**config.mk**
```make
export PLATFORM = sky130hd
export DESIGN_NAME = t08_spi
export DESIGN_NICKNAME = d
export VERILOG_FILES = /design/src/rtl/t08_spi_pkg.sv /design/src/rtl/t08_spi_edge.sv /design/src/rtl/t08_spi.sv
export SDC_FILE = /design/constraint.sdc
export NUM_CORES = 1
export LEC_CHECK = 0
export BUFFER_PORTS_ARGS = -buffer_cell sky130_fd_sc_hd__buf_2
export CAP_MARGIN = 15
export CORE_MARGIN = 3
export CORE_UTILIZATION = 48
export CTS_CLUSTER_DIAMETER = 40
export DETAILED_ROUTE_END_ITERATION = 10
export PLACE_DENSITY_LB_ADDON = 0.1
export SETUP_SLACK_MARGIN = 0.05
export SYNTH_ARGS = -nofsm -noshare
export SYNTH_HDL_FRONTEND = slang
export SYNTH_SLANG_ARGS = --single-unit
export TNS_END_PERCENT = 30
```
**constraint.sdc**
```tcl
create_clock -name clk -period 1.3 [get_ports clk]
set_input_delay 0 -clock clk [delete_from_list [all_inputs] [get_ports clk]]
set_output_delay 0 -clock clk [all_outputs]
set_load 0.02 [all_outputs]
```
**src/rtl/t08_spi_pkg.sv**
```systemverilog
// Shared types and defaults for the t08_spi 8-bit parallel display-bus master.
package t08_spi_pkg;

  localparam int PARAM_BYTES_DEF = 4;

  typedef enum logic [2:0] {
    IDLE   = 3'd0,
    CMD_LO = 3'd1,
    CMD_HI = 3'd2,
    PAR_LO = 3'd3,
    PAR_HI = 3'd4,
    DONE   = 3'd5
  } state_t;

  // Requested byte count limited to the width of the parameter bus.
  function automatic logic [3:0] clamp_count(input logic [3:0] cnt, input int max_bytes);
    logic [3:0] lim;
    lim = 4'(max_bytes);
    if (max_bytes < 16 && cnt > lim)
      return lim;
    return cnt;
  endfunction

endpackage

```
**src/rtl/t08_spi_edge.sv**
```systemverilog
// Rising-edge detector for the enable request; history resets high so a level
// already present at reset release is not mistaken for a new request.
module t08_spi_edge (
  input  logic clk,
  input  logic nrst,
  input  logic din,
  output logic rise
);

  logic din_q;

  always_ff @(posedge clk) begin
    if (nrst)
      din_q <= 1'b1;
    else
      din_q <= din;
  end

  assign rise = din & ~din_q;

endmodule

```
**src/rtl/t08_spi.sv**
```systemverilog
// Parallel command/parameter bus master: one command byte then up to PARAM_BYTES
// parameter bytes. Define T08_SPI_EDGE_START_EN for edge-triggered start on enable.
module t08_spi
  import t08_spi_pkg::*;
#(
  parameter int PARAM_BYTES = PARAM_BYTES_DEF
) (
  input  logic                     clk,
  input  logic                     nrst,
  input  logic                     enable,
  input  logic                     readwrite,
  input  logic [7:0]               command,
  input  logic [8*PARAM_BYTES-1:0] parameters,
  input  logic [3:0]               counter,
  output logic [7:0]               outputs,
  output logic                     wrx,
  output logic                     rdx,
  output logic                     csx,
  output logic                     dcx,
  output logic                     busy
);

  localparam int PW = 8 * PARAM_BYTES;

  state_t          state, state_nxt;
  logic            start;
  logic            load;
  logic            shift;
  logic            clr;
  logic [7:0]      cmd_q;
  logic [PW-1:0]   par_q;
  logic            rw_q;
  logic [3:0]      cnt_q;
  logic [3:0]      cnt_dec;

`ifdef T08_SPI_EDGE_START_EN
  t08_spi_edge u_edge (
    .clk  (clk),
    .nrst (nrst),
    .din  (enable),
    .rise (start)
  );
`else
  assign start = enable;
`endif

  assign cnt_dec = cnt_q - 4'd1;

  always_ff @(posedge clk) begin
    if (nrst)
      state <= IDLE;
    else
      state <= state_nxt;
  end

  // Latched transaction: loaded on start, shifted per parameter byte, cleared at DONE.
  always_ff @(posedge clk) begin
    if (nrst || clr) begin
      cmd_q <= '0;
      par_q <= '0;
      rw_q  <= 1'b0;
      cnt_q <= '0;
    end else if (load) begin
      cmd_q <= command;
      par_q <= parameters;
      rw_q  <= readwrite;
      cnt_q <= clamp_count(counter, PARAM_BYTES);
    end else if (shift) begin
      par_q <= par_q << 8;
      cnt_q <= cnt_dec;
    end
  end

  always_comb begin
    state_nxt = state;
    load      = 1'b0;
    shift     = 1'b0;
    clr       = 1'b0;
    busy      = 1'b0;
    csx       = 1'b1;
    dcx       = 1'b1;
    wrx       = 1'b1;
    rdx       = 1'b1;
    outputs   = 8'h00;
    case (state)
      IDLE, DONE: begin
        // DONE doubles as a start point so a held level request restarts immediately.
        if (start) begin
          load      = 1'b1;
          state_nxt = CMD_LO;
        end else begin
          clr       = (state == DONE);
          state_nxt = IDLE;
        end
      end
      CMD_LO: begin
        busy      = 1'b1;
        csx       = 1'b0;
        dcx       = 1'b0;
        wrx       = 1'b0;
        outputs   = cmd_q;
        state_nxt = CMD_HI;
      end
      CMD_HI: begin
        busy      = 1'b1;
        csx       = 1'b0;
        dcx       = 1'b0;
        outputs   = cmd_q;
        state_nxt = (cnt_q == 4'd0) ? DONE : PAR_LO;
      end
      PAR_LO: begin
        busy      = 1'b1;
        csx       = 1'b0;
        if (rw_q) begin
          wrx     = 1'b0;
          outputs = par_q[PW-1 -: 8];
        end else begin
          rdx     = 1'b0;
        end
        state_nxt = PAR_HI;
      end
      PAR_HI: begin
        busy      = 1'b1;
        csx       = 1'b0;
        if (rw_q)
          outputs = par_q[PW-1 -: 8];
        shift     = 1'b1;
        state_nxt = (cnt_dec == 4'd0) ? DONE : PAR_LO;
      end
      default: state_nxt = IDLE;
    endcase
  end

endmodule

```
==> out/summary.log <==
INFO  run_status     result_of_the_run=finished with violations
INFO  run_status     violations=negative setup slack
INFO  worst_setup_path path_delay_family=compound AO/OA/AOI/OAI gates
INFO  power          combinational_cell_fraction_of_total_power=41.8%
INFO  power          power=4890uW
INFO  placement      gp_congestion=0.802
INFO  worst_setup_path timing.critical_path.required=1510ps
INFO  clocking       cts_buffers=5
INFO  grt            gr-usage-all-layers=30.4%
INFO  yosys          netlist_top_cells_count=48 x sky130_fd_sc_hd__dfxtp_1, 42 x sky130_fd_sc_hd__a21oi_1, 33 x sky130_fd_sc_hd__o211ai_1
INFO  yosys          synth.most_common_cell=sky130_fd_sc_hd__dfxtp_1
INFO  drt            first_pass_iters=5
INFO  power          internal-power=3210uW
INFO  grt            grt_pass1_vias=2883
INFO  hold_path      worstHoldPathType=input port to flip-flop
INFO  worst_setup_path cp_data_arrival_time=1780ps
INFO  sta            grt_setup_unrepaired=true
INFO  sta            timing.setup.tns=-9850ps
INFO  power          net-switching-power=1670uW
INFO  worst_setup_path cp-start-kind=flip-flop
INFO  yosys          synthesis.area_per_instance=8.48um^2
INFO  worst_setup_path worst-r2r-setup-slack=-270ps
INFO  final_layout   area_taken_by_flip_flops_and_latches=977um^2
INFO  worst_setup_path reg_to_reg_start=state[2]$_SDFF_PP0_
INFO  die            io_pins=61
INFO  yosys          ys.flop_type=sky130_fd_sc_hd__dfxtp_1
INFO  drt            routed_wl=10800um
INFO  sta            post-route-period-util=120%
INFO  worst_setup_path critical_path.cell_chain=buf_4, nor3b_4, buf_4, buf_12, a221o_1, a221oi_2
INFO  grt            grt_start_max_net_pins=34
INFO  sta            setup-violations-final=59
INFO  worst_setup_path worst_setup_path_end_kind=flip-flop
INFO  worst_setup_path crit_path_top_delay_cell=sky130_fd_sc_hd__dfxtp_4
INFO  yosys          synth_cell_types=44
INFO  power          power.clock.fraction=22.2%
INFO  power          power_leakage=0.00160uW
INFO  final_layout   final_nets=455
INFO  die            initial_core_utilization=51.0%
INFO  sta            finalClockSkew=3.72ps
INFO  die            die_w=77.8um
INFO  power          power.density=1140nW/um^2
INFO  final_layout   layout-area-overhead-vs-synth=73.4%
INFO  placement      place.detailed.hpwl=4610um
INFO  clocking       clkSlewWorstSetupHoldPaths=90ps
INFO  grt            grt_first_pass_wirelength=14600um
INFO  worst_setup_path crit_buf_inv=3
INFO  sta            period_minus_slack=1570ps
INFO  clocking       cts-root-buf=sky130_fd_sc_hd__clkbuf_8
INFO  sta            final_critical_path_setup_slack=-266ps
INFO  sta            fmaxAchievable=639MHz
INFO  yosys          synth_top_area_share=38.8%
INFO  drt            antenna_violating_nets_post_route=0
INFO  die            core.rowCount=25
INFO  placement      portBuffers=60
INFO  yosys          synthCells=292
INFO  yosys          summed_instance_area_of_the_synthesized_netlist=2470um^2
INFO  drt            total_vias_in_the_final_route=3179
INFO  clocking       clkLatencyLatePin=300ps
INFO  final_layout   drive_above_1_share=45.4%
INFO  yosys          synth.area.top_cells=sky130_fd_sc_hd__dfxtp_1 39%, sky130_fd_sc_hd__o211ai_1 10%, sky130_fd_sc_hd__a21oi_1 8.5%, sky130_fd_sc_hd__a32oi_1 8.5%, sky130_fd_sc_hd__nand3_1 4.7%
INFO  grt            antenna_violations_before_repair=0
INFO  final_layout   multi_input_comb_area=1640um^2
INFO  clocking       cts.sinks=48
INFO  placement      preCtsSetupSlack=-123ps
INFO  die            placeableCoreArea=4850um^2
INFO  clocking       clock_path_buffers=2
INFO  grt            total_congestion_overflow=0
INFO  yosys          synth.yosys.warnings=0
INFO  sta            report.final.hold_viol_count=0
INFO  yosys          synth_top_area_cell=sky130_fd_sc_hd__dfxtp_1
INFO  worst_setup_path startpoint=state[2]$_SDFF_PP0_
INFO  drt            drc=0
INFO  flow_run       cap_viol_max_count=0
INFO  hold_path      worstHoldStart=parameters[26]
INFO  worst_setup_path critPathMostFrequentCell=sky130_fd_sc_hd__buf_4
INFO  drt            routed_wire_length_per_instance=22.8um
INFO  die            die_h=77.8um
INFO  power          peakVddDrop=0.710mV
INFO  drt            drt-initial-drc-count=395
INFO  sta            worst_tran_pin_value=368ps
INFO  worst_setup_path critical_path_fanout_max=7
INFO  yosys          synth_seq_area_share=38.8%
INFO  sta            slew_viol_final=0
INFO  yosys          ys_ff_latch=48
INFO  sta            finalHoldWorstSlack=10.1ps
INFO  yosys          synthesis.nets=343
INFO  power          sw_frac_of_total=34.3%
INFO  sta            worst_slew_margin_rel=75.4%
INFO  drt            route.detailed.vias_per_inst=6.74
INFO  die            die_area=6050um^2
INFO  yosys          synth_edf_count=0
INFO  final_layout   num_antenna_cells=0
INFO  power          p_seq_share=36.0%
INFO  clocking       h-tree-depth=2
INFO  worst_setup_path max_stage_delay=380ps
INFO  clocking       tritoncts=done
INFO  final_layout   n_fill_cell=206
INFO  yosys          async_set_or_reset_register_ratio_after_synthesis=0%
INFO  worst_setup_path timing.setup.critical_path_class=flip-flop to flip-flop
[routing by layer]
| metal | vias to the layer above | track usage, % | wire, um |
|---|---|---|---|
| met5 | - | 0 | 0 |
| met3 | 47 | 5.68 | 963 |
| met4 | 0 | 10.3 | 431 |
| met2 | 254 | 51.9 | 5140 |
| met1 | 1514 | 38.1 | 4250 |
| li1 | 1364 | - | - |
[placed cells by master, fill, tap and decap left out, types with 3 or more instances in the layout]
cell type,n
sky130_fd_sc_hd__a32oi_1,21
sky130_fd_sc_hd__nand3_1,15
sky130_fd_sc_hd__nand3b_1,3
sky130_fd_sc_hd__buf_6,23
sky130_fd_sc_hd__o21ai_1,5
sky130_fd_sc_hd__buf_4,17
sky130_fd_sc_hd__nor2_1,5
sky130_fd_sc_hd__o211ai_1,33
sky130_fd_sc_hd__nor3_1,3
sky130_fd_sc_hd__clkbuf_16,5
sky130_fd_sc_hd__or3_1,3
sky130_fd_sc_hd__nand2_1,4
sky130_fd_sc_hd__buf_16,6
sky130_fd_sc_hd__nand3_2,8
sky130_fd_sc_hd__nor2b_4,3
sky130_fd_sc_hd__dlygate4sd3_1,29
sky130_fd_sc_hd__a21oi_1,37
sky130_fd_sc_hd__buf_2,49
sky130_fd_sc_hd__o21ai_2,10
sky130_fd_sc_hd__dfxtp_1,43
sky130_fd_sc_hd__dfxtp_4,4
sky130_fd_sc_hd__a32oi_2,3
sky130_fd_sc_hd__buf_12,11
sky130_fd_sc_hd__a22oi_2,6
sky130_fd_sc_hd__clkbuf_8,5
sky130_fd_sc_hd__a21oi_2,5
[tightest hold or removal path, delay by kind of cell]
family                 cells  cell delay [ps]
buffers and inverters      1               90
AO/OA/AOI/OAI              2              190
[logic make-up after synthesis]
logic type	after synthesis	synth area share [%]
fa+ha+maj	3	1.52
compound gates	139	37.9
mux	1	0.455
buf+inv	42	7.28
simple gates	55	12.3
flops	48	38.8
xor+xnor	4	1.72
[sequential cells by signal (all words and copies together), names as in the netlist]
name	flops
state	3
par_q	32
cnt_q	4
cmd_q	8
rw_q	1
[final timing paths]
path,end,cells after the start
min,par_q[26]$_SDFFE_PP0P_,3
max reg2reg,cnt_q[1]$_SDFFE_PP0P_,6
max,cnt_q[1]$_SDFFE_PP0P_,6
min reg2reg,cmd_q[0]$_SDFFE_PP0P_,2
[power groups by stage]
| stage | logic [uW] | registers (uW) | clock network [uW] |
|---|---|---|---|
| finish | 2040 | 1760 | 1090 |
| global route | 2140 | 1770 | 1130 |
| CTS | 1670 | 1730 | 1080 |
| detailed placement | 1250 | 1760 | 0 |
| global placement | 1240 | 1760 | 0 |
| floorplan | 809 | 1740 | 0 |
[repair_timing]
action / 4_1_cts / 5_1_grt
setup buffers: 8 / 4
gates resized for setup: 61 / 44
endpoints found under the hold margin: 26 / 1
pin swaps: 22 / 18
setup endpoints to repair: 61 / 61
hold buffers: 28 / 1
cloned: 6 / 6
[layout make-up]
type	count	share of cell area [%]
clock buffers	6	1.69
clock inverters	2	0.816
inverters	5	0.496
multi-input cells	202	38.2
flip-flops and latches	48	22.8
well taps	67	1.95
repair buffers	142	34.1
[stage by stage]
step,instance area [um^2],std cells,util (%)
after global routing,4290,472,88.5
after floorplan,2570,292,-
after detailed placement,3090,411,63.8
after global placement,3090,411,63.8
final,4290,472,88.5
after CTS,3950,461,81.4
(Power assumes the default switching activity.)
